--- src/rtl/q_perm_pkg.sv ---
// Shared types, Twofish q0/q1 t-box tables and nibble helpers for the q-permutation pipeline.
package q_perm_pkg;

  typedef logic [3:0] nibble_t;
  typedef nibble_t [0:15] tbox_rom_t;

  // Entry 0 is the leftmost hex digit of each constant.
  localparam tbox_rom_t Q0_T0 = 64'h817D_6F32_0B59_ECA4;
  localparam tbox_rom_t Q0_T1 = 64'hECB8_1235_F4A6_709D;
  localparam tbox_rom_t Q0_T2 = 64'hBA5E_6D90_C8F3_2471;
  localparam tbox_rom_t Q0_T3 = 64'hD7F4_126E_9B30_85CA;
  localparam tbox_rom_t Q1_T0 = 64'h28BD_F76E_3194_0AC5;
  localparam tbox_rom_t Q1_T1 = 64'h1E2B_4C37_6DA5_F908;
  localparam tbox_rom_t Q1_T2 = 64'h4C75_169A_0ED8_2B3F;
  localparam tbox_rom_t Q1_T3 = 64'hB951_C3DE_647F_208A;

  function automatic nibble_t ror4(input nibble_t x, input logic [1:0] amount);
    logic [7:0] twice;
    twice = {x, x};
    return twice[amount +: 4];
  endfunction

  // Returns {a ^ b, a ^ ror4(b,1) ^ (a[0] << 3)}: the mixing step between t-box layers.
  function automatic logic [7:0] mix(input nibble_t a, input nibble_t b);
    return {a ^ b, a ^ ror4(b, 2'd1) ^ {a[0], 3'b000}};
  endfunction

endpackage

--- src/rtl/q_half_round.sv ---
// One half of the q-permutation for one byte lane: round 0 is mix/T0,T1/mix, round 1 is T2,T3 only.
module q_half_round
  import q_perm_pkg::*;
(
  input  nibble_t a,
  input  nibble_t b,
  input  logic    sel_q1,
  input  logic    round,
  output nibble_t a_out,
  output nibble_t b_out
);

  tbox_rom_t rom_a;
  tbox_rom_t rom_b;
  nibble_t   idx_a;
  nibble_t   idx_b;
  nibble_t   tab_a;
  nibble_t   tab_b;

  always_comb begin
    if (round) begin
      rom_a          = sel_q1 ? Q1_T2 : Q0_T2;
      rom_b          = sel_q1 ? Q1_T3 : Q0_T3;
      {idx_a, idx_b} = {a, b};
    end else begin
      rom_a          = sel_q1 ? Q1_T0 : Q0_T0;
      rom_b          = sel_q1 ? Q1_T1 : Q0_T1;
      {idx_a, idx_b} = mix(a, b);
    end
    tab_a          = rom_a[idx_a];
    tab_b          = rom_b[idx_b];
    {a_out, b_out} = round ? {tab_a, tab_b} : mix(tab_a, tab_b);
  end

endmodule

--- src/rtl/q_perm_pipe.sv ---
// Multi-lane pipelined Twofish q0/q1 permutation with valid/ready flow control and full backpressure.
module q_perm_pipe
  import q_perm_pkg::*;
#(
  parameter int LANES  = 4,
  parameter int STAGES = 2
)
(
  input  logic               clk,
  input  logic               rst_n,
  input  logic               in_valid,
  output logic               in_ready,
  input  logic [8*LANES-1:0] in_data,
  input  logic [LANES-1:0]   in_sel_q1,
  output logic               out_valid,
  input  logic               out_ready,
  output logic [8*LANES-1:0] out_data,
  output logic               busy
);

  logic [4*LANES-1:0] mid_a;
  logic [4*LANES-1:0] mid_b;
  logic [4*LANES-1:0] r1_a;
  logic [4*LANES-1:0] r1_b;
  logic [LANES-1:0]   r1_sel;
  logic [8*LANES-1:0] perm;
  logic [8*LANES-1:0] out_q;
  logic               last_valid;
  logic               last_load;
  logic               feed_valid;

  genvar k;
  for (k = 0; k < LANES; k++) begin : g_lane
    q_half_round u_round0 (
      .a      (in_data[8*k+4 +: 4]),
      .b      (in_data[8*k +: 4]),
      .sel_q1 (in_sel_q1[k]),
      .round  (1'b0),
      .a_out  (mid_a[4*k +: 4]),
      .b_out  (mid_b[4*k +: 4])
    );

    // Output byte is {b4, a4}, so a4 lands in the low nibble.
    q_half_round u_round1 (
      .a      (r1_a[4*k +: 4]),
      .b      (r1_b[4*k +: 4]),
      .sel_q1 (r1_sel[k]),
      .round  (1'b1),
      .a_out  (perm[8*k +: 4]),
      .b_out  (perm[8*k+4 +: 4])
    );
  end

  assign last_load = ~last_valid | out_ready;

  always_ff @(posedge clk or negedge rst_n) begin
    if (!rst_n) begin
      last_valid <= 1'b0;
      out_q      <= '0;
    end else if (last_load) begin
      last_valid <= feed_valid;
      out_q      <= perm;
    end
  end

  if (STAGES == 1) begin : g_one_stage
    assign feed_valid = in_valid;
    assign r1_a       = mid_a;
    assign r1_b       = mid_b;
    assign r1_sel     = in_sel_q1;
    assign in_ready   = last_load;
    assign busy       = last_valid;
  end else begin : g_two_stage
    logic               s1_valid;
    logic               s1_load;
    logic [4*LANES-1:0] s1_a;
    logic [4*LANES-1:0] s1_b;
    logic [LANES-1:0]   s1_sel;

    // Stage 1 accepts when empty or when its beat moves on; this path is combinational from out_ready.
    assign s1_load = ~s1_valid | last_load;

    always_ff @(posedge clk or negedge rst_n) begin
      if (!rst_n) begin
        s1_valid <= 1'b0;
        s1_a     <= '0;
        s1_b     <= '0;
        s1_sel   <= '0;
      end else if (s1_load) begin
        s1_valid <= in_valid;
        s1_a     <= mid_a;
        s1_b     <= mid_b;
        s1_sel   <= in_sel_q1;
      end
    end

    assign feed_valid = s1_valid;
    assign r1_a       = s1_a;
    assign r1_b       = s1_b;
    assign r1_sel     = s1_sel;
    assign in_ready   = s1_load;
    assign busy       = s1_valid | last_valid;
  end

  assign out_valid = last_valid;
  assign out_data  = out_q;

endmodule
--- config.mk ---
export PLATFORM = sky130hd
export DESIGN_NAME = q_perm_pipe
export DESIGN_NICKNAME = d
export VERILOG_FILES = /design/src/rtl/q_perm_pkg.sv /design/src/rtl/q_half_round.sv /design/src/rtl/q_perm_pipe.sv
export SDC_FILE = /design/constraint.sdc
export NUM_CORES = 1
export LEC_CHECK = 0
export CELL_PAD_IN_SITES_DETAIL_PLACEMENT = 0
export CELL_PAD_IN_SITES_GLOBAL_PLACEMENT = 2
export CORE_MARGIN = 2
export CORE_UTILIZATION = 26
export DETAILED_ROUTE_END_ITERATION = 7
export PLACE_DENSITY_LB_ADDON = 0.1
export SYNTH_ARGS = -nofsm -noshare
export SYNTH_HDL_FRONTEND = slang
export SYNTH_HIERARCHICAL = 1
export SYNTH_SLANG_ARGS = --single-unit
--- constraint.sdc ---
create_clock -name clk -period 3.2 [get_ports clk]
set_input_delay 0.64 -clock clk [delete_from_list [all_inputs] [get_ports clk]]
set_output_delay 0.64 -clock clk [all_outputs]
set_load 0.05 [all_outputs]
==> results.md <==
Outcome:
- The run finished with clean final reports.

Clock tree:
- The number of clock buffers added by TritonCTS is 9.
- The tree is rooted in a sky130_fd_sc_hd__clkbuf_16.
- The clock drives 70 sinks.
- The clock tree from TritonCTS is done.
- The insertion delay to the later sink of the worst-skew pair is 0.39 ns.
- Hold repair after CTS inserted 0 buffers.
- The clock passes through at most 2 buffers.
- The clock-pin transition on the worst setup and hold timing paths is roughly 0.070 ns.
- The clock tree synthesis step divided the H-tree into 3 levels.
- Buffers added to address setup during post-CTS repair amount to 0.

Run:
- The tool flagged a number of max-cap violations equal to 0.

Route:
- In this run the remaining antenna-violating nets after routing total 0.
- The number of vias after detailed routing is 20,400.
- For this block, the routed nets add up to roughly 73,000 um of wire.
- After the first detailed-routing iteration, the DRC count stood at approximately 1,600.
- The number of optimization iterations in the first detailed-route pass is 6.
- The residual DRC count is 0.
- The post-detailed-route wirelength per cell is a little under 20 um.
- The via-per-instance ratio is 5.53.

Power:
- The register share of total power is 0.107.
- The design draws about 17 mW.
- The power density of the placed cells is between 700 and 800 nW/um2.
- Internal power comes to just under 8 mW.
- The net switching component of the power is 8.74 mW.
- The maximum ir drop on the vdd rail is between 0.5 and 0.6 mV.
- Summed over all cells, the static leakage comes to 9.30 nW.
- The share of total power dissipated in combinational logic is 0.833.
- The fraction of power spent switching nets is 0.527.
- Of the total power, the clock network draws 0.060.

Place:
- The detailed-placement wirelength estimate is 55,100 um.
- Once placement completed, the tool counted placed cells totaling around 3,700.
- The count of input and output buffers is 74.
- In this run the cell area measured after placement is about 23,000 um2.
- The last weighted congestion value of the routability-driven placer is between 0.8 and 0.9.
- The worst-case setup slack after placement is -0.267 ns.

Floorplanning:
- The die footprint is roughly 77,000 um2.
- The die is between 200 and 300 um tall.
- The number of placed I/O pins is between 70 and 80.
- After floorplanning, the core was sized to cover roughly 73,000 um2.
- Row generation in the floorplan step produced between 90 and 100 rows.
- The starting density of the core is 0.264.
- From left edge to right edge, the die measures about 280 um.

Global route:
- The first-pass GRT wire length is around 120,000 um.
- The largest net degree at the start of global routing is 47.
- The initial antenna violation count is 0.
- The global-route total usage across every layer is 0.187.
- The number of global-route vias before repair was about 20,000.
- Summed over all layers, the global routing overflow is 0.

Timing:
- The worst setup margin is between 0.1 and 0.15 ns.
- Setup repair after global routing left no endpoint under its margin.
- The normalized max-slew margin is 0.433.
- The final worst-path cycle share is 0.956.
- On the final layout, the worst hold slack is about 0.22 ns.
- After routing, the total negative slack on setup checks comes to 0 ns.
- At the pin with the least slew margin, the transition time is 0.845 ns.
- Across the routed clock network, the largest skew measured is 0.0128 ns.
- The count of endpoints failing hold in the final timing report is 0.
- The number of pins with negative max-slew slack in the final report is 0.
- Subtracting the final worst setup slack from the clock period gives roughly 3 ns.
- Setup violations remaining at the end of the flow were counted as 0.
- Timing would allow up to roughly 330 MHz.

Logic synthesis:
- The area share of the largest cell type after synthesis is 0.0906.
- Yosys printed 6 warnings.
- In this run, synthesis produced a sequential element count of 70.
- For this run, the leading register cell type out of synthesis is sky130_fd_sc_hd__dfrtp_1.
- Counting flops with an async set or reset pin after synthesis yields a share of 1.00.
- The biggest area contributor in the post-synthesis netlist is sky130_fd_sc_hd__dfrtp_1.
- After synthesis, the netlist uses 76 different library cells.
- Of the synthesized area, sequential elements account for 0.0906.
- The synthesized cell area is 19,300 um2.
- In the synthesized netlist, the number of instances is 2,393.
- The synthesized design contains 0 enable-type register cells.
- The mean post-synth cell area is slightly above 8 um2.
- Sorting the synthesized cells by area gives the leading types as sky130_fd_sc_hd__dfrtp_1 9.1%, sky130_fd_sc_hd__nand2_1 4.7%, sky130_fd_sc_hd__ha_1 4.1%.

Critical path:
- In this design, the critical path's most frequently occurring cell is sky130_fd_sc_hd__o311ai_1.
- The endpoint of the most critical register-to-register path is out_data[13]$_DFFE_PN0P_.
- The setup check on the worst reg-to-reg path leaves a slack of 0.41 ns.
- The nature of the critical path endpoint is a register.
- The maximum fanout along the worst path is 7.
- The type of origin of the critical path is an input port.
- The data required time of the critical path is 3.48 ns.
- STA puts the critical path data arrival time at around 3.3 ns.
- The worst register-to-register path begins at g_two_stage.s1_sel[1]$_DFFE_PN0P_.
- Walking the worst path, the cells encountered are clkdlybuf4s50_1, buf_4, inv_2, ha_1, nor3b_1, a32oi_1, o311ai_1, o311ai_1, o211ai_1, xnor3_1, o21a_1, mux2_2.
- The library cell contributing the largest single delay on the critical path is sky130_fd_sc_hd__clkdlybuf4s50_1.
- The classification of the worst setup path is in2reg.
- For this run, the slowest stage of the critical path takes around 0.46 ns.
- The count of cells along the worst register-to-register path is 10.

Min path:
- In this run the worst hold path is classified as in2async.

Finish:
- The fraction of layout cells with a size suffix above 1 is 0.244.
- After the last flow step, the layout net total stands at 2,835.
- The antenna diode count is 0.
- The growth of design area from synthesis to finish is 22.0%.
- The count of non-filler cells in the finished layout is 3,694.
- Leaving out fill and tap cells, the most frequent cells in the layout are 397 x sky130_fd_sc_hd__buf_4, 240 x sky130_fd_sc_hd__nand2_1, 152 x sky130_fd_sc_hd__o21ai_0.
- The final cell utilization of the core is 0.322.
- The area of all placed cells without fillers is 23,600 um2.
- Leaving out fill and tap cells, the most frequent cell in the layout is sky130_fd_sc_hd__buf_4.
critical path: cells and delay by family:
kind	cells	cell delay, ns
AO/OA/AOI/OAI	5	0.75
XOR/XNOR	1	0.44
adder cells (fa/ha/maj)	1	0.29
buffers and inverters	3	0.71
multiplexers	1	0.26
AND/OR/NAND/NOR	1	0.23
routing by layer:
layer / vias to the layer above / track usage / part of all wire
met5: - / 0 / 0
met4: 0 / 0.0463 / 0.017
met3: 78 / 0.0150 / 0.039
met2: 553 / 0.317 / 0.48
met1: 10000 / 0.256 / 0.47
li1: 9777 / - / -
state kept, by name, summed over array words and instances, names as in the netlist:
name / cells
feed_valid: 1
g_two_stage.s1_sel: 4
out_data: 32
g_two_stage.s1_a: 16
g_two_stage.s1_b: 16
out_valid: 1
kinds of logic after synthesis:
group                      share of synthesized area
xor gates and xnor gates                       0.142
buffers and inverters                         0.0910
DFF                                           0.0906
and+or+nand+nor                                0.169
muxes                                          0.113
AOI/OAI and AO/OA                              0.353
other                                       0.000389
adders and majority gates                     0.0414
power groups by stage:
stage / registers (mW) / clock network (mW) / logic [mW]
floorplan: 2.26 / 0 / 9.71
global placement: 1.79 / 0 / 13.6
detailed placement: 1.80 / 0 / 13.6
CTS: 1.79 / 1.06 / 13.6
global route: 1.85 / 1.07 / 15.0
finish: 1.77 / 0.999 / 13.8
cell usage after synthesis (32+ instances only):
cell,n
sky130_fd_sc_hd__a211oi_1,32
sky130_fd_sc_hd__a21oi_1,80
sky130_fd_sc_hd__a221oi_1,64
sky130_fd_sc_hd__a31oi_1,56
sky130_fd_sc_hd__buf_2,74
sky130_fd_sc_hd__buf_6,54
sky130_fd_sc_hd__clkbuf_1,56
sky130_fd_sc_hd__dfrtp_1,70
sky130_fd_sc_hd__ha_1,64
sky130_fd_sc_hd__inv_1,48
sky130_fd_sc_hd__mux2_2,37
sky130_fd_sc_hd__mux2i_1,80
sky130_fd_sc_hd__nand2_1,240
sky130_fd_sc_hd__nand2b_1,51
sky130_fd_sc_hd__nand3_1,80
sky130_fd_sc_hd__nor2_1,64
sky130_fd_sc_hd__nor3_1,48
sky130_fd_sc_hd__o211ai_1,104
sky130_fd_sc_hd__o21ai_0,152
sky130_fd_sc_hd__o22ai_1,32
sky130_fd_sc_hd__o32ai_1,40
sky130_fd_sc_hd__xnor2_1,80
sky130_fd_sc_hd__xnor2_2,40
sky130_fd_sc_hd__xor2_1,48
cell type report:
type | count | area (um2)
fill | 7875 | 49800
multi-input combinational | 2089 | 16100
timing repair buffer | 481 | 3940
sequential | 70 | 1750
tap | 959 | 1200
inverter | 80 | 300
clock buffer | 9 | 225
clock inverter | 6 | 38.8
worst max path at each step:
stage,from,endpoint,slack (ns)
global route,in_sel_q1[1],g_two_stage.s1_b[7]$_DFFE_PN0P_,0.004
finish,in_sel_q1[1],g_two_stage.s1_b[7]$_DFFE_PN0P_,0.14
global placement,in_data[25],g_two_stage.s1_b[15]$_DFFE_PN0P_,-0.24
detailed placement,in_data[9],g_two_stage.s1_b[7]$_DFFE_PN0P_,-0.27
CTS,in_sel_q1[3],g_two_stage.s1_b[15]$_DFFE_PN0P_,0.16
floorplan,in_sel_q1[2],g_two_stage.s1_b[10]$_DFFE_PN0P_,0.35
repair_timing:
item	in CTS	in global routing
resized for setup	0	2
setup endpoints to repair	0	2
endpoints found under the hold margin	0	0
Power figures use the tool's default switching activity.
